==> src/rtl/lsu_pkg.sv <==
// Shared definitions for the memory-stage load/store unit:
// op encodings, store-bit index and FSM states.
package lsu_pkg;

  localparam int ST_BIT = 3;

  localparam logic [3:0] OP_NONE = 4'h0;
  localparam logic [3:0] OP_LW   = 4'h1;
  localparam logic [3:0] OP_LH   = 4'h2;
  localparam logic [3:0] OP_LHU  = 4'h3;
  localparam logic [3:0] OP_LB   = 4'h4;
  localparam logic [3:0] OP_LBU  = 4'h5;
  localparam logic [3:0] OP_SW   = 4'h9;
  localparam logic [3:0] OP_SH   = 4'hA;
  localparam logic [3:0] OP_SB   = 4'hB;

  typedef enum logic [1:0] {
    IDLE = 2'd0,
    BUSY = 2'd1,
    DONE = 2'd2
  } state_t;

endpackage

==> src/rtl/m_lsu_ext.sv <==
// Lane select plus sign/zero extension of a loaded word.
// Shared with the writeback bypass path.
module lsu_ext
  import lsu_pkg::*;
(
  input  logic [3:0]  op_i,
  input  logic [1:0]  lane_i,
  input  logic [31:0] word_i,
  output logic [31:0] res_o
);

  logic [7:0]  b;
  logic [15:0] h;

  always_comb begin
    b = 8'h0;
    unique case (lane_i)
      2'd0: b = word_i[7:0];
      2'd1: b = word_i[15:8];
      2'd2: b = word_i[23:16];
      2'd3: b = word_i[31:24];
    endcase
    h = lane_i[1] ? word_i[31:16] : word_i[15:0];
    res_o = word_i;
    case (op_i)
      OP_LB:   res_o = {{24{b[7]}}, b};
      OP_LBU:  res_o = {24'h0, b};
      OP_LH:   res_o = {{16{h[15]}}, h};
      OP_LHU:  res_o = {16'h0, h};
      default: res_o = word_i;
    endcase
  end

endmodule

==> src/rtl/m_lsu.sv <==
// M-stage load/store unit: single outstanding word-aligned
// request with byte enables, pipeline stall and load extension.
module m_lsu
  import lsu_pkg::*;
#(
  parameter logic [31:0] ADDR_LIMIT = 32'h0000_4000
) (
  input  logic        clk,
  input  logic        reset,
  input  logic        req_valid,
  input  logic [3:0]  op,
  input  logic [31:0] addr,
  input  logic [31:0] wdata,
  input  logic [31:0] pc,
  output logic        stall,
  output logic        rdata_valid,
  output logic [31:0] rdata,
  output logic        exc_adel,
  output logic        exc_ades,
  output logic [31:0] exc_pc,
  output logic        mem_req,
  output logic        mem_we,
  output logic [3:0]  mem_be,
  output logic [31:0] mem_addr,
  output logic [31:0] mem_wdata,
  input  logic        mem_ready,
  input  logic [31:0] mem_rdata
);

  state_t      state_q;
  logic [3:0]  op_q;
  logic [1:0]  lane_q;
  logic [31:0] ext;

  logic        is_ld, is_st, is_w, is_h;
  logic        bad, take;
  logic [3:0]  be_d;
  logic [31:0] wd_d;

  always_comb begin
    is_ld = (op == OP_LW) || (op == OP_LH) || (op == OP_LHU)
         || (op == OP_LB) || (op == OP_LBU);
    is_st = (op == OP_SW) || (op == OP_SH) || (op == OP_SB);
    is_w  = (op == OP_LW) || (op == OP_SW);
    is_h  = (op == OP_LH) || (op == OP_LHU) || (op == OP_SH);
    bad   = (is_w && (addr[1:0] != 2'b00))
         || (is_h && addr[0])
         || (addr >= ADDR_LIMIT);
    take  = !reset && (state_q == IDLE) && req_valid
         && (is_ld || is_st);
  end

  assign exc_adel = take && is_ld && bad;
  assign exc_ades = take && is_st && bad;
  assign exc_pc   = (exc_adel || exc_ades) ? pc : 32'h0;
  assign stall    = (take && !bad) || (state_q == BUSY);

  always_comb begin
    be_d = 4'b0001 << addr[1:0];
    wd_d = {4{wdata[7:0]}};
    if (is_w) begin
      be_d = 4'b1111;
      wd_d = wdata;
    end else if (is_h) begin
      be_d = addr[1] ? 4'b1100 : 4'b0011;
      wd_d = {2{wdata[15:0]}};
    end
  end

  lsu_ext u_ext (
    .op_i   (op_q),
    .lane_i (lane_q),
    .word_i (mem_rdata),
    .res_o  (ext)
  );

  always_ff @(posedge clk) begin
    if (reset) begin
      state_q     <= IDLE;
      op_q        <= OP_NONE;
      lane_q      <= 2'b00;
      rdata_valid <= 1'b0;
      rdata       <= 32'h0;
      mem_req     <= 1'b0;
      mem_we      <= 1'b0;
      mem_be      <= 4'h0;
      mem_addr    <= 32'h0;
      mem_wdata   <= 32'h0;
    end else begin
      unique case (state_q)
        IDLE: begin
          if (take && !bad) begin
            state_q   <= BUSY;
            op_q      <= op;
            lane_q    <= addr[1:0];
            mem_req   <= 1'b1;
            mem_we    <= is_st;
            mem_be    <= be_d;
            mem_addr  <= {addr[31:2], 2'b00};
            mem_wdata <= wd_d;
          end
        end
        BUSY: begin
          if (mem_ready) begin
            state_q     <= DONE;
            mem_req     <= 1'b0;
            mem_we      <= 1'b0;
            mem_be      <= 4'h0;
            rdata_valid <= 1'b1;
            if (!op_q[ST_BIT])
              rdata <= ext;
          end
        end
        DONE: begin
          // pipeline advances on this edge; req_valid is stale here
          state_q     <= IDLE;
          rdata_valid <= 1'b0;
        end
        default: state_q <= IDLE;
      endcase
    end
  end

endmodule

==> config.mk <==
export PLATFORM = sky130hd
export DESIGN_NAME = m_lsu
export DESIGN_NICKNAME = d
export VERILOG_FILES = /design/src/rtl/lsu_pkg.sv /design/src/rtl/m_lsu_ext.sv /design/src/rtl/m_lsu.sv
export SDC_FILE = /design/constraint.sdc
export NUM_CORES = 1
export LEC_CHECK = 0
export CAP_MARGIN = 20
export CORE_AREA = 10 10 152 154
export CTS_BUF_LIST = sky130_fd_sc_hd__clkbuf_4 sky130_fd_sc_hd__clkbuf_8
export CTS_CLUSTER_SIZE = 28
export DETAILED_ROUTE_END_ITERATION = 10
export DIE_AREA = 0 0 162 164
export PLACE_DENSITY_LB_ADDON = 0.3
export SETUP_SLACK_MARGIN = 0.1
export SLEW_MARGIN = 20
export SYNTH_ARGS = -nofsm -noshare
export SYNTH_HDL_FRONTEND = slang
export SYNTH_HIERARCHICAL = 1
export SYNTH_SLANG_ARGS = --single-unit
==> constraint.sdc <==
create_clock -name clk -period 6.14 [get_ports clk]
set_input_delay 1.228 -clock clk [delete_from_list [all_inputs] [get_ports clk]]
set_output_delay 1.228 -clock clk [all_outputs]
set_load 0.005 [all_outputs]
==> impl_metrics.yaml <==
cts:
  cts_buffers: 9
  cts_setup_buffers: 0
  clk_latency_ns: 0.40
  ctsRootBufferMaster: "clkbuf_8"
  post_cts_resized: 0
  cts.reportedPaths.clkPinSlew_ns: 0.10
  h-tree-depth: 3
  cts.path.max_buffers: 2
  cts_tree: "done"
  postCtsHoldBufs: 0
  clkSinkCount: 109
grt:
  grt_max_degree: 92
  grt_pass1_wl_mm: 33.85
  grt_usage_pct: 16.28
  grt-ovfl-total: 0
  grt_pass1_vias: 5499
  antenna_found_initial: 0
synth:
  avgSynthCellArea_sq_um: 8.615
  syn_area_sq_um: 5548
  yosys_warnings: 6
  synthTopCellsByArea: "dfxtp_1 (39%), mux2i_1 (9.0%), and2_1 (5.8%)"
  syn_inst: 644
  synth-async-reset-ratio_pct: 0
  yosys.area.top_type: "dfxtp_1"
  synth-main-ff-cell: "dfxtp_1"
  synth_top_area_share_pct: 39.33
  ys_seq_area_share_pct: 39.33
  yosys-top-cells-count: "dfxtp_1 (109), nand2_1 (84), nor2_1 (66)"
  synth-edff-count: 0
  ys_seq_elements: 109
  ys_types: 54
  yosysMostFrequentCell: "dfxtp_1"
detailed_routing:
  routed_wirelength_mm: 22.36
  drtPass1Iterations: 4
  wire_per_inst_um: 19.34
  drc_errors: 0
  antenna_left: 0
  vias_per_cell: 4.735
  drt_iter0_drc: 287
  vias: 5474
worst_setup_path:
  crit_fanout: 32
  crit_slowest_cell: "clkdlybuf4s50_1"
  critPathArrivalTime_ns: 3.83
  critPathLaunchType: "input port"
  crit_family: "buffers and inverters"
  path_buf_inv: 2
  path_cells: "clkdlybuf4s50_1 > o21ba_2 > o211ai_1 > nand4_1 > o211a_1 > and2_1 > clkdlybuf4s50_1"
  crit_path_max_incr_delay_ns: 0.65
  worstSetupPathType: "input port to output pin"
  crit_top_cell: "clkdlybuf4s50_1"
  end_kind: "output pin"
  critPathRequiredTime_ns: 4.91
power:
  cellPowerDensity_nw_per_um2: 156.9
  p_leak_nw: 2.893
  vdd_ir_drop_max_mv: 0.09769
sta:
  tightest_slew_ns: 1.042
  hold_viol: 0
  setup_slack_ns: 1.079
  period_share_pct: 82.43
  finalMaxSlewViolations: 0
  slew_headroom_pct: 30.50
  rsz0062_at_grt: "no"
  setup_viol: 0
  skew_ns: 0.01266
  period_needed_ns: 5.061
  fin_tns_setup_ns: 0
  fmax_mhz: 197.6
place:
  place.gp.congestion: 0.8545
  numPortBuffers: 271
  dp_hpwl_mm: 17.16
  place_ws_ns: 1.081
die:
  die_y_um: 164
  num_rows: 52
  die_area_sq_um: 26570
  io_pins: 274
  start_util_pct: 27.68
  die_w_um: 162
  core_sq_um: 20040
cells_and_area:
  nNetsFinal: 1017
  antennaDiodeCount: 0
  layout-drive-gt1-share_pct: 6.772
  area_growth_pct: 52.84
run_status:
  outcome: "completed"
run:
  max_cap_viol_count: 0
min_path:
  hp-class: "flip-flop to flip-flop"
state kept, by name, summed over array words and instances, names as in the netlist:
signal,cells
state_q,2
mem_we,1
mem_addr,30
lane_q,2
mem_be,4
rdata,32
mem_wdata,32
op_q,4
rdata_valid,1
mem_req,1
worst register-to-register path, stage by stage (launching register included):
cell      delay, ns
dfxtp_1        0.36
nor4b_4        0.44
nand4_1        0.15
and4bb_4       0.40
buf_4          0.43
buf_4          0.58
nor2_8         0.15
a22o_1         0.27
routing by layer:
layer | vias to the layer above | global-route usage [%] | wire length (um)
met2 | 207 | 26.28 | 10420
met5 | - | 0 | 0
met1 | 2547 | 19.44 | 9317
met3 | 17 | 7.584 | 2331
met4 | 0 | 3.350 | 285
li1 | 2703 | - | -
cells in the final DEF (no fill, tap or decap), types with 3 or more instances in the layout:
master,count
clkdlybuf4s50_1,270
dfxtp_1,109
nand2_1,84
nor2_1,65
and2_1,51
mux2i_1,50
nand3_1,49
a21oi_1,41
o21ai_0,40
mux2_2,17
clkbuf_8,11
a32oi_1,9
a31oi_1,8
mux4_2,8
nor4_1,7
buf_4,7
inv_1,5
nand3b_1,4
nand2b_1,4
nand4_1,3
o211ai_1,3
a21o_1,3
area by class of cell:
type | instances | area [sq um]
sequential | 109 | 2182
inverter | 5 | 18.77
timing repair buffer | 277 | 2755
clock inverter | 5 | 35.03
multi-input combinational | 479 | 2999
tap | 270 | 337.8
fill | 2080 | 11560
clock buffer | 11 | 151.4
cells by family after synthesis:
group / share of synthesized area (%)
compound gates: 11.86
buf+inv: 6.924
flops: 39.33
mux: 15.72
simple gates: 25.94
xor+xnor: 0.1579
other cells: 0.06759
through the flow:
step	total power, mW	instances	cell area [sq um]	hold slack, ns	util, %
final	1.331	1156	8479	0.4595	42.31
after CTS	1.357	1156	8472	0.4618	42.28
after detailed placement	0.9160	1140	8285	0.4431	41.35
after global placement	0.9166	1140	8285	0.4417	41.35
after floorplan	0.7886	645	5552	0.4506	-
after global routing	1.394	1156	8479	0.4820	42.31
power by group:
group          internal (mW)  switching (mW)  total, mW
Combinational          0.116          0.0763      0.193
Clock                  0.170           0.261      0.431
Sequential             0.706     0.000000178      0.706
Total                  0.993           0.338       1.33
final timing paths:
path / startpoint / to / slack (ns) / cells after the start
max: op[1] / exc_pc[14] / 1.08 / 7
min: rdata[14]$_SDFFE_PP0P_ / rdata[14]$_SDFFE_PP0P_ / 0.46 / 2
max reg2reg: state_q[1]$_SDFFE_PP0P_ / op_q[3]$_SDFFE_PP0P_ / 3.25 / 7
min reg2reg: rdata[14]$_SDFFE_PP0P_ / rdata[14]$_SDFFE_PP0P_ / 0.46 / 2
Power figures use the tool's default switching activity.
